**src/rtl/countdown_timer_ctrl.sv**
```systemverilog
// M:SS countdown sequencer: keypad entry, 1 Hz BCD countdown, pause/resume and alarm.
// Drives the three BCD digit buses of the 7-segment display decoder.
module countdown_timer_ctrl #(
  parameter int CLK_DIV = 50_000_000
) (
  input  logic       clk,
  input  logic       reset,
  input  logic       key_valid,
  input  logic [3:0] key_value,
  input  logic       start,
  input  logic       stop,
  output logic [3:0] Minutos,
  output logic [3:0] DezenaSeg,
  output logic [3:0] UnidadeSeg,
  output logic       running,
  output logic       alarm,
  output logic       done
);

  localparam int PW = (CLK_DIV > 2) ? $clog2(CLK_DIV) : 1;
  localparam logic [PW-1:0] PSC_MAX = PW'(CLK_DIV - 1);

  typedef enum logic [2:0] {
    IDLE    = 3'd0,
    SETTING = 3'd1,
    RUNNING = 3'd2,
    PAUSED  = 3'd3,
    DONE    = 3'd4
  } state_t;

  state_t        state, state_n;
  logic [3:0]    min_n, dez_n, uni_n;
  logic [PW-1:0] psc, psc_n;
  logic          done_n;
  logic          time_zero;
  logic          tick;
  logic          key_ok;
  logic [11:0]   dec_time;

  // One-second BCD decrement with borrow; caller guarantees the time is not 0:00.
  function automatic logic [11:0] bcd_dec(input logic [3:0] m, input logic [3:0] t,
                                          input logic [3:0] u);
    if (u != 4'd0)
      return {m, t, u - 4'd1};
    else if (t != 4'd0)
      return {m, t - 4'd1, 4'd9};
    else
      return {m - 4'd1, 4'd5, 4'd9};
  endfunction

  assign time_zero = ({Minutos, DezenaSeg, UnidadeSeg} == 12'd0);
  assign tick      = (psc == PSC_MAX);
  assign dec_time  = bcd_dec(Minutos, DezenaSeg, UnidadeSeg);
  // A units digit above 5 cannot move into the seconds-tens position.
  assign key_ok    = key_valid && (key_value <= 4'd9) && (UnidadeSeg <= 4'd5);

  always_comb begin
    state_n = state;
    min_n   = Minutos;
    dez_n   = DezenaSeg;
    uni_n   = UnidadeSeg;
    psc_n   = psc;
    done_n  = 1'b0;
    case (state)
      IDLE, SETTING: begin
        if (stop) begin
          if (state == SETTING) begin
            state_n = IDLE;
            min_n   = 4'd0;
            dez_n   = 4'd0;
            uni_n   = 4'd0;
          end
        end else if (start) begin
          if (state == SETTING && !time_zero) begin
            state_n = RUNNING;
            psc_n   = '0;
          end
        end else if (key_ok) begin
          state_n = SETTING;
          min_n   = DezenaSeg;
          dez_n   = UnidadeSeg;
          uni_n   = key_value;
        end
      end
      RUNNING: begin
        if (stop) begin
          state_n = PAUSED;
        end else if (tick) begin
          psc_n = '0;
          {min_n, dez_n, uni_n} = dec_time;
          if (dec_time == 12'd0) begin
            state_n = DONE;
            done_n  = 1'b1;
          end
        end else begin
          psc_n = psc + 1'b1;
        end
      end
      PAUSED: begin
        if (stop) begin
          state_n = IDLE;
          min_n   = 4'd0;
          dez_n   = 4'd0;
          uni_n   = 4'd0;
        end else if (start && !time_zero) begin
          state_n = RUNNING;
        end
      end
      DONE: begin
        if (stop || start || key_valid)
          state_n = IDLE;
      end
      default: begin
        state_n = IDLE;
        min_n   = 4'd0;
        dez_n   = 4'd0;
        uni_n   = 4'd0;
        psc_n   = '0;
      end
    endcase
  end

  // Flags are registered from the next state so they align with the digits.
  always_ff @(posedge clk or posedge reset) begin
    if (reset) begin
      state      <= IDLE;
      Minutos    <= 4'd0;
      DezenaSeg  <= 4'd0;
      UnidadeSeg <= 4'd0;
      psc        <= '0;
      running    <= 1'b0;
      alarm      <= 1'b0;
      done       <= 1'b0;
    end else begin
      state      <= state_n;
      Minutos    <= min_n;
      DezenaSeg  <= dez_n;
      UnidadeSeg <= uni_n;
      psc        <= psc_n;
      running    <= (state_n == RUNNING);
      alarm      <= (state_n == DONE);
      done       <= done_n;
    end
  end

endmodule
```
**config.mk**
```make
export PLATFORM = sky130hd
export DESIGN_NAME = countdown_timer_ctrl
export DESIGN_NICKNAME = d
export VERILOG_FILES = /design/src/rtl/countdown_timer_ctrl.sv
export SDC_FILE = /design/constraint.sdc
export NUM_CORES = 1
export LEC_CHECK = 0
export BUFFER_PORTS_ARGS = -buffer_cell sky130_fd_sc_hd__buf_2
export CAP_MARGIN = 20
export CORE_MARGIN = 5
export CORE_UTILIZATION = 60
export CTS_CLUSTER_SIZE = 25
export DETAILED_ROUTE_END_ITERATION = 8
export PLACE_DENSITY = 0.89
export SLEW_MARGIN = 5
export SYNTH_ARGS = -nofsm -noshare
export SYNTH_HDL_FRONTEND = slang
export SYNTH_SLANG_ARGS = --single-unit
export TNS_END_PERCENT = 10
```
**constraint.sdc**
```tcl
create_clock -name clk -period 2.45 [get_ports clk]
set_input_delay 0.245 -clock clk [delete_from_list [all_inputs] [get_ports clk]]
set_output_delay 0.245 -clock clk [all_outputs]
set_load 0.1 [all_outputs]
```
==> flow_metrics.py <==
metrics = {
    "route": {
        "drcViolationCount": 0,
        "drtIter0Drc": 332,
        "dr_total_vias": 2607,
        "wl_um": 6922,
        "first_pass_iters": 5,
        "ant_nets": 0,
        "viasPerCell": 6.343,
        "avgRoutedWirePerCell_um": 16.84,
    },
    "power": {
        "cellPowerDensity_nw_per_um2": 1080,
        "clockPowerShare": 0.135,
        "total_power_mw": 3.496,
        "pwr-share-seq": 0.300,
        "switching_power_mw": 1.830,
        "cellLeakagePower_nw": 1.367,
        "switching_share": 0.5236,
        "power_frac_comb": 0.565,
        "vdd_drop_max_uv": 822.6,
        "internal_power_mw": 1.665,
    },
    "yosys": {
        "synthXorXnorAreaFrac": 0.05735,
        "async_reset_ff_frac": 1.000,
        "synth.most_common_cell": "dfrtp_1",
        "synthAdderAreaFrac": 0.02587,
        "ys_seq_area_frac": 0.3795,
        "yosys_warnings": 0,
        "synth_compound_area_frac": 0.1574,
        "synth_ff_type": "dfrtp_1",
        "synth_common_cells": "44 x dfrtp_1, 36 x nor2_1, 19 x xnor2_1",
        "synth_top_family_by_area": "simple AND/OR/NAND/NOR gates",
        "syn_area_per_cell_um2": 9.153,
        "post-synth-top-area-fraction": 0.3795,
        "synth.distinct_cells": 57,
        "synth_cells": 317,
        "synth_mux_area_frac": 0.02156,
        "synth-seq-cells": 44,
        "synthesis.area_um2": 2902,
        "syn-num-nets": 332,
        "synth_edf_count": 0,
        "synth-simple-area-share": 0.3031,
        "synth_area_leaders": "dfrtp_1 38%, xnor2_1 5.7%, nor2_1 4.7%",
        "yosysTopAreaCell": "dfrtp_1",
    },
    "cts": {
        "cts-htree-levels": 2,
        "clkSlewWorstSetupHoldPaths_ps": 80,
        "clock_latency_ps": 300,
        "cts_buffers": 5,
        "clockBufferDepth": 2,
        "cts_tree": "yes",
        "root_buffer": "clkbuf_8",
        "cts_sinks": 44,
    },
    "worst_hold_path": {
        "min_to": "UnidadeSeg[0]",
        "min_from": "key_value[0]",
        "hp-class": "input port to flip-flop",
        "holdPathStages": 3,
    },
    "worst_setup_path": {
        "crit_required_ps": 2640,
        "worst-r2r-setup-slack_ps": 120,
        "critPathKind": "flip-flop to flip-flop",
        "cp-start-kind": "flip-flop",
        "worstPathCellList": "inv_1, ha_2, nor3b_4, buf_4, nand3_1, a21oi_1, o2111ai_4, o211a_1",
        "rr_worst_depth": 8,
        "end_kind": "flip-flop",
        "cp_max_fo": 9,
        "max_stage_delay_ps": 490,
        "worst_r2r_endpoint": "running",
        "critPathTopFamily": "compound AO/OA/AOI/OAI gates",
        "path_buf_inv": 2,
        "r2r_start": "UnidadeSeg[1]",
        "cp_slowest_cell": "dfrtp_4",
        "arrival_ps": 2520,
    },
    "timing": {
        "rsz0062_at_grt": "false",
        "clock_skew_ps": 2.344,
        "fmax_mhz": 429.1,
        "tns_ps": 0,
        "slew_viol_final": 0,
        "worst_slew_pin_slew_ps": 666.8,
        "finalHoldViolCount": 0,
        "post-route-min-period_ps": 2331,
        "setup_viol": 0,
        "slew-limit-headroom": 0.5527,
        "fin_crit_sh": 0.9513,
    },
    "status": {
        "outcome": "finished clean",
    },
    "cells_and_area": {
        "multiInputGateArea_um2": 1660,
        "nFillCells": 356,
        "syn2layout_area_growth_pct": 11.56,
        "fin_nets": 358,
        "antenna_cells": 0,
        "regArea_um2": 1117,
        "drive_gt1_frac": 0.2093,
    },
    "grt": {
        "grt_pass1_wl_um": 11530,
        "grt-ovfl-total": 0,
        "grt_max_degree": 27,
        "antenna_found_initial": 0,
        "grt_pass1_vias": 2388,
        "grt_usage": 0.2291,
    },
    "floorplan": {
        "start_util": 0.6143,
        "fp.coreArea_um2": 4723,
        "die_x_um": 79.54,
        "ios": 24,
        "die_area_um2": 6327,
        "die_h_um": 79.54,
        "num_rows": 25,
    },
    "flow_run": {
        "maxCapViolCount": 0,
    },
    "placed_design": {
        "dp_hpwl_um": 4770,
        "portBuffers": 23,
        "gp_congestion": 0.9470,
    },
}
-- final cells by class --
| cell class | instances | area share |
|---|---|---|
| clock inverters | 2 | 0.003092 |
| well taps | 67 | 0.02590 |
| repair buffers | 39 | 0.07344 |
| multi-input cells | 241 | 0.5129 |
| clock buffers | 6 | 0.02551 |
| flip-flops and latches | 44 | 0.3452 |
| inverters | 12 | 0.01392 |
-- tightest hold or removal path: cells and delay by family --
family	cells	cell delay, ps
buffers and inverters	1	70
AOI/OAI and AO/OA	1	50
muxes	1	130
-- cell families after synthesis --
group / count (synthesis)
compound gates: 67
xor+xnor: 19
fa+ha+maj: 6
buf+inv: 32
flops: 44
mux: 6
simple gates: 143
-- placed cells by master, fill, tap and decap left out, types with 4 or more instances in the layout --
cell type	n
a21oi_1	16
nand4_1	8
nor3_1	10
nor3b_1	4
nand2_1	14
inv_1	11
buf_4	15
xnor2_1	19
nand3_1	15
o2bb2ai_1	8
o21ai_0	16
and4_1	6
ha_1	5
buf_2	23
nor4b_1	9
mux2i_1	4
nor2_1	36
nor4_1	11
dfrtp_2	4
clkbuf_8	6
dfrtp_1	37
-- metrics by stage --
step | hold slack (ps) | cell area (µm²) | worst slack, ps | utilization | instances
6_report | 240.6 | 3237 | 119.3 | 0.6853 | 411
5_1_grt | 259.4 | 3237 | 20.64 | 0.6853 | 411
4_1_cts | 236.8 | 3209 | 100.3 | 0.6795 | 410
3_5_place_dp | 282.4 | 3107 | 126.8 | 0.6577 | 401
3_3_place_gp | 271.9 | 3107 | 149.1 | 0.6577 | 401
2_1_floorplan | 435.0 | 2918 | 11.39 | - | 317
-- layer usage --
layer	GRT usage	wire, µm
met1	0.3194	3003
met2	0.3481	3204
met3	0.05305	550
met4	0.08076	164
met5	0	0
-- state kept, by name, indices dropped and copies added (netlist names) --
signal      flops
psc            26
DezenaSeg       4
Minutos         4
UnidadeSeg      4
state           3
alarm           1
done            1
running         1
-- what timing repair did --
| action | 4_1_cts | 5_1_grt |
|---|---|---|
| buffers inserted | 0 | 1 |
| endpoints found under the hold margin | 18 | 0 |
| endpoints found under the setup margin | 0 | 25 |
| hold buffers | 1 | 0 |
| resized for setup | 0 | 3 |
-- power by group through the flow --
stage                     clock (mW)  combinational (mW)  sequential (mW)
final                          0.473                1.97             1.05
after global routing           0.514                2.10             1.07
after CTS                      0.482                1.90             1.04
after detailed placement           0                1.89             1.06
after global placement             0                1.86             1.04
after floorplan                    0                1.10             1.47
-- worst max path at each step --
stage	start	to	slack, ps	cells past startpoint
global placement	UnidadeSeg[1]	alarm	150	7
global route	UnidadeSeg[1]	alarm	20	7
finish	UnidadeSeg[1]	running	120	8
floorplan	UnidadeSeg[1]	UnidadeSeg[3]	10	7
CTS	UnidadeSeg[1]	alarm	100	7
detailed placement	UnidadeSeg[1]	alarm	130	7
No activity file was read; power rests on OpenSTA's default activity.
